[config.mk]
export PLATFORM = sky130hd
export DESIGN_NAME = gelato_warp_scheduler
export DESIGN_NICKNAME = d
export VERILOG_FILES = /design/src/rtl/gelato_warp_scheduler.sv
export SDC_FILE = /design/constraint.sdc
export NUM_CORES = 1
export LEC_CHECK = 0
export ABC_AREA = 0
export CORE_ASPECT_RATIO = 0.6
export CORE_MARGIN = 2
export CORE_UTILIZATION = 55
export DETAILED_ROUTE_END_ITERATION = 6
export GPL_TIMING_DRIVEN = 0
export PLACE_DENSITY_LB_ADDON = 0.05
export REMOVE_ABC_BUFFERS = 1
export SLEW_MARGIN = 10
export SYNTH_ARGS = -nofsm -noshare
export SYNTH_HDL_FRONTEND = slang
export SYNTH_SLANG_ARGS = --single-unit
export TNS_END_PERCENT = 50
[constraint.sdc]
create_clock -name clk -period 4.3 [get_ports clk]
set_input_delay 1.075 -clock clk [delete_from_list [all_inputs] [get_ports clk]]
set_output_delay 1.075 -clock clk [all_outputs]
set_load 0.01 [all_outputs]
[src/rtl/gelato_warp_scheduler.sv]
`default_nettype none
// ============================================================================
// Module   : gelato_warp_scheduler
// Brief    : Per-SM warp scheduler; round-robin issue of READY warps to fetch
// Revision : 1.0
// ============================================================================
module gelato_warp_scheduler #(
    parameter int NUM_WARPS   = 4,
    parameter int WARP_W      = $clog2(NUM_WARPS),
    parameter int NUM_THREADS = 32,
    parameter int ADDR_W      = 32
) (
    input  logic                   clk,
    input  logic                   rst,
    input  logic                   launch_valid,
    output logic                   launch_ready,
    input  logic [WARP_W-1:0]      launch_warp_id,
    input  logic [ADDR_W-1:0]      launch_pc,
    input  logic [NUM_THREADS-1:0] launch_mask,
    output logic                   fetch_valid,
    input  logic                   fetch_ready,
    output logic [WARP_W-1:0]      fetch_warp_id,
    output logic [ADDR_W-1:0]      fetch_pc,
    output logic [NUM_THREADS-1:0] fetch_mask,
    input  logic                   resume_valid,
    input  logic [WARP_W-1:0]      resume_warp_id,
    input  logic [ADDR_W-1:0]      resume_pc,
    input  logic [NUM_THREADS-1:0] resume_mask,
    input  logic                   exit_valid,
    input  logic [WARP_W-1:0]      exit_warp_id,
    output logic                   busy
);

    localparam logic [1:0] ST_IDLE  = 2'd0;
    localparam logic [1:0] ST_READY = 2'd1;
    localparam logic [1:0] ST_WAIT  = 2'd2;

    logic [1:0]             r_state [NUM_WARPS];
    logic [ADDR_W-1:0]      r_pc    [NUM_WARPS];
    logic [NUM_THREADS-1:0] r_mask  [NUM_WARPS];
    logic [WARP_W-1:0]      r_rr;
    logic [WARP_W-1:0]      r_lock_id;
    logic                   r_lock;

    logic                   w_any_ready;
    logic [WARP_W-1:0]      w_sel_id;
    logic [WARP_W-1:0]      w_idx;
    logic                   w_fire;
    logic                   w_busy;

    // Scan starting at the rr pointer; the index wraps naturally since NUM_WARPS is a power of 2.
    always_comb begin
        w_any_ready = 1'b0;
        w_sel_id    = r_rr;
        w_idx       = '0;
        for (int i = 0; i < NUM_WARPS; i++) begin
            w_idx = r_rr + WARP_W'(i);
            if (!w_any_ready && r_state[w_idx] == ST_READY) begin
                w_any_ready = 1'b1;
                w_sel_id    = w_idx;
            end
        end
        if (r_lock) begin
            w_sel_id = r_lock_id;
        end
    end

    always_comb begin
        w_busy = 1'b0;
        for (int i = 0; i < NUM_WARPS; i++) begin
            w_busy = w_busy | (r_state[i] != ST_IDLE);
        end
    end

    assign launch_ready  = (r_state[launch_warp_id] == ST_IDLE);
    assign fetch_valid   = r_lock | w_any_ready;
    assign fetch_warp_id = fetch_valid ? w_sel_id : '0;
    assign fetch_pc      = fetch_valid ? r_pc[w_sel_id] : '0;
    assign fetch_mask    = fetch_valid ? r_mask[w_sel_id] : '0;
    assign w_fire        = fetch_valid & fetch_ready;
    assign busy          = w_busy;

    // Later assignments win, giving exit > resume > launch on the same warp.
    always_ff @(posedge clk) begin
        if (rst) begin
            for (int i = 0; i < NUM_WARPS; i++) begin
                r_state[i] <= ST_IDLE;
                r_pc[i]    <= '0;
                r_mask[i]  <= '0;
            end
            r_rr      <= '0;
            r_lock    <= 1'b0;
            r_lock_id <= '0;
        end else begin
            if (launch_valid && launch_ready) begin
                r_pc[launch_warp_id]    <= launch_pc;
                r_mask[launch_warp_id]  <= launch_mask;
                r_state[launch_warp_id] <= (launch_mask != '0) ? ST_READY : ST_IDLE;
            end
            if (w_fire) begin
                r_state[w_sel_id] <= ST_WAIT;
                r_rr              <= w_sel_id + WARP_W'(1);
                r_lock            <= 1'b0;
            end else if (fetch_valid) begin
                r_lock    <= 1'b1;
                r_lock_id <= w_sel_id;
            end
            if (resume_valid && r_state[resume_warp_id] == ST_WAIT) begin
                r_pc[resume_warp_id]    <= resume_pc;
                r_mask[resume_warp_id]  <= resume_mask;
                r_state[resume_warp_id] <= (resume_mask != '0) ? ST_READY : ST_IDLE;
            end
            if (exit_valid) begin
                r_state[exit_warp_id] <= ST_IDLE;
                // Exiting the presented warp is the one case where valid may drop.
                if (exit_warp_id == w_sel_id) begin
                    r_lock <= 1'b0;
                end
            end
        end
    end

endmodule
`default_nettype wire
==> flow_summary.ini <==
[clock_tree]
root_buffer = clkbuf_16
insertion_delay_ps = 540
clock_path_buffers = 3
clock-sinks = 271
cts_tree = built
clkTransAtPathRegs_ps = 70
htreeDepth = 1
cts_buffers = 26

[worst_setup_path]
critPathArrivalTime_ps = 3480
r2r-start = r_state[1][0]$_SDFFE_PP0P_
reg2reg_slack_ps = 800
ff2ff_path_depth = 9
crit_required_ps = 3220
cp_max_fo = 6
crit_path_end_kind = primary output
crit_path_start_kind = flip-flop
crit_type = reg2out
r2r-end = r_pc[0][26]$_DFFE_PP_

[synthesis]
ys_seq_area_frac = 0.5795
synth_area_per_cell_um2 = 11.64
ys_warn_count = 0
async_flop_share = 0
synth_top_area_frac = 0.5577
syn_inst = 1184
synth_seq_cells = 271
synth_edf_count = 256
synth.area.top_cells = edfxtp_1 (56%), a22o_1 (12%), mux2i_1 (4.6%)
synth_flop_cell = edfxtp_1
netlist_area_mm2 = 0.01378
synth_top_area_cell = edfxtp_1
ys_types = 60

[run_status]
status = finished with violations
violations = setup timing

[grt]
grt_overflow_total = 0
antenna_found_initial = 6
grt_max_degree = 58
grt_use_total = 0.3580
grt_pass1_wl_um = 71510
grt_pass1_vias = 11600

[sta]
fin_hold_ws_ps = 561.8
fin_ws_ps = -252.1
clock_skew_ps = 9.201
fmax_ghz = 0.2197
worst_slew_pin_slew_ps = 1093
min_period_over_period = 1.059
fin_crit_ps = 4552
rsz0062_at_grt = yes
hold_violations = 0
setup_violations = 66
slew_headroom = 0.2636
drv_slew = 0

[final_layout]
syn_to_final_growth_pct = 36.76
final_common_cell = edfxtp_1
fill_cells = 1512
layout_common_cells = edfxtp_1 (256), a22o_1 (192), nand2_1 (143), clkdlybuf4s50_1 (143), buf_4 (77)
layout-drive-gt1-share = 0.2447
nets = 1592
fin_cells = 1796

[drt]
vias_per_cell = 6.825
drt-initial-drc-count = 1534
drt_pass1_iterations = 5
wl_per_cell_um = 28.22
antenna_left = 0
drcViolationCount = 0
vias = 12260
drt_wl_total_um = 50680

[min_path]
hold_path.class = reg2reg
hold_depth = 2
hold_start = r_lock_id[0]$_SDFFE_PP0P_
min_to = r_lock_id[0]$_SDFFE_PP0P_

[placement]
hpwlAfterDp_um = 28030
place_congestion = 0.9135
placed_cells = 1683
port-buffer-count = 208

[die]
die_area_mm2 = 0.02639
ios = 209
rows = 44
core_mm2 = 0.02439
die_w_um = 208.4
start_util = 0.5652
fp.dieH_um = 126.6

[job]
drv_cap = 0

[power_and_ir_drop]
ir_drop_mv = 0.8219
power_density_mw_per_mm2 = 889.5
p_leak_nw = 7.265
p_total_mw = 16.77
-- sequential cells by signal, summed over array words and instances, names as in the netlist, named ones only --
register,cells
r_state,8
r_lock,1
r_pc,128
r_mask,128
r_lock_id,2
r_rr,2
-- area by class of cell --
| class | count | area (um^2) | area share |
|---|---|---|---|
| clock inverters | 16 | 150.1 | 0.007964 |
| diodes | 3 | 7.507 | 0.0003982 |
| flip-flops and latches | 271 | 8019 | 0.4254 |
| multi-input cells | 739 | 5918 | 0.3139 |
| well taps | 322 | 402.9 | 0.02137 |
| clock buffers | 31 | 690.7 | 0.03664 |
| repair buffers | 340 | 3382 | 0.1794 |
| inverters | 74 | 281.5 | 0.01493 |
-- synthesized netlist by cell type, types with 2 or more instances --
cell	n
a2111oi_2	2
nor4_1	17
nor3b_1	3
nor4b_1	3
nand4_1	7
o221ai_1	64
o2111a_1	2
nor3_1	8
buf_2	11
dfxtp_1	15
or3_1	4
nand2b_1	6
o21ai_1	3
or2_2	2
clkbuf_1	70
nand3_1	75
buf_4	7
nor2b_1	4
and2_1	3
inv_1	73
a21oi_1	7
a22o_1	192
buf_1	16
a311oi_1	2
edfxtp_1	256
mux2i_1	64
and3b_1	2
a32oi_1	3
o21ai_0	67
nand2_1	144
nor2_1	19
mux4_2	5
-- how the worst max path moves through the flow --
| stage | startpoint | endpoint | slack, ps | cells after the start |
|---|---|---|---|---|
| 2_1_floorplan | launch_warp_id[0] | r_state[1][0]$_SDFFE_PP0P_ | -4490 | 7 |
| 3_3_place_gp | rst | r_state[1][0]$_SDFFE_PP0P_ | -13250 | 8 |
| 3_5_place_dp | r_state[0][0]$_SDFFE_PP0P_ | fetch_mask[29] | -700 | 9 |
| 4_1_cts | r_state[3][0]$_SDFFE_PP0P_ | fetch_pc[25] | -60 | 11 |
| 5_1_grt | r_state[2][1]$_SDFFE_PP0P_ | fetch_mask[29] | -330 | 11 |
| 6_report | r_state[2][0]$_SDFFE_PP0P_ | fetch_mask[0] | -250 | 11 |
-- power by group --
part | switching (mW) | internal [mW] | leakage (nW)
clock network | 1.02 | 1.32 | 0.413
registers | 0.218 | 3.25 | 2.79
logic | 6.22 | 4.74 | 4.06
total | 7.46 | 9.31 | 7.27
-- worst max-delay path, stage by stage, from the launching register on --
cell	delay, ps
dfxtp_4	370
nor2b_4	150
mux4_2	510
a311oi_4	380
nand4_1	220
buf_4	190
o211ai_1	190
nand3_4	170
buf_12	190
clkbuf_16	180
o221ai_1	190
buf_2	190
-- kinds of logic after synthesis --
| group | share of synthesized area |
|---|---|
| buf+inv | 0.05137 |
| mux | 0.05464 |
| xor+xnor | 0.001271 |
| flops | 0.5795 |
| compound gates | 0.2096 |
| simple gates | 0.1037 |
-- metal layers --
| metal | GRT usage | routed length, um |
|---|---|---|
| met1 | 0.4950 | 19490 |
| met2 | 0.5540 | 22940 |
| met3 | 0.1027 | 6577 |
| met4 | 0.1083 | 1655 |
| met5 | 0 | 26 |
-- through the flow --
| stage | TNS, ps | worst slack [ps] | cell area, um^2 | utilization |
|---|---|---|---|---|
| floorplan | -1546940 | -4490 | 13350 | - |
| global placement | -5478150 | -13250 | 15840 | 0.6494 |
| detailed placement | -69690 | -699.0 | 16780 | 0.6881 |
| CTS | -251.8 | -58.03 | 18130 | 0.7432 |
| global route | -17360 | -331.7 | 18840 | 0.7727 |
| finish | -11900 | -252.1 | 18850 | 0.7730 |
-- what timing repair did --
item	4_1_cts	5_1_grt
cloned	8	10
hold buffers	0	0
gates resized for setup	328	99
endpoints found under the setup margin	66	104
pin swaps	9	9
setup buffers	27	20
No activity file was read; power rests on OpenSTA's default activity.
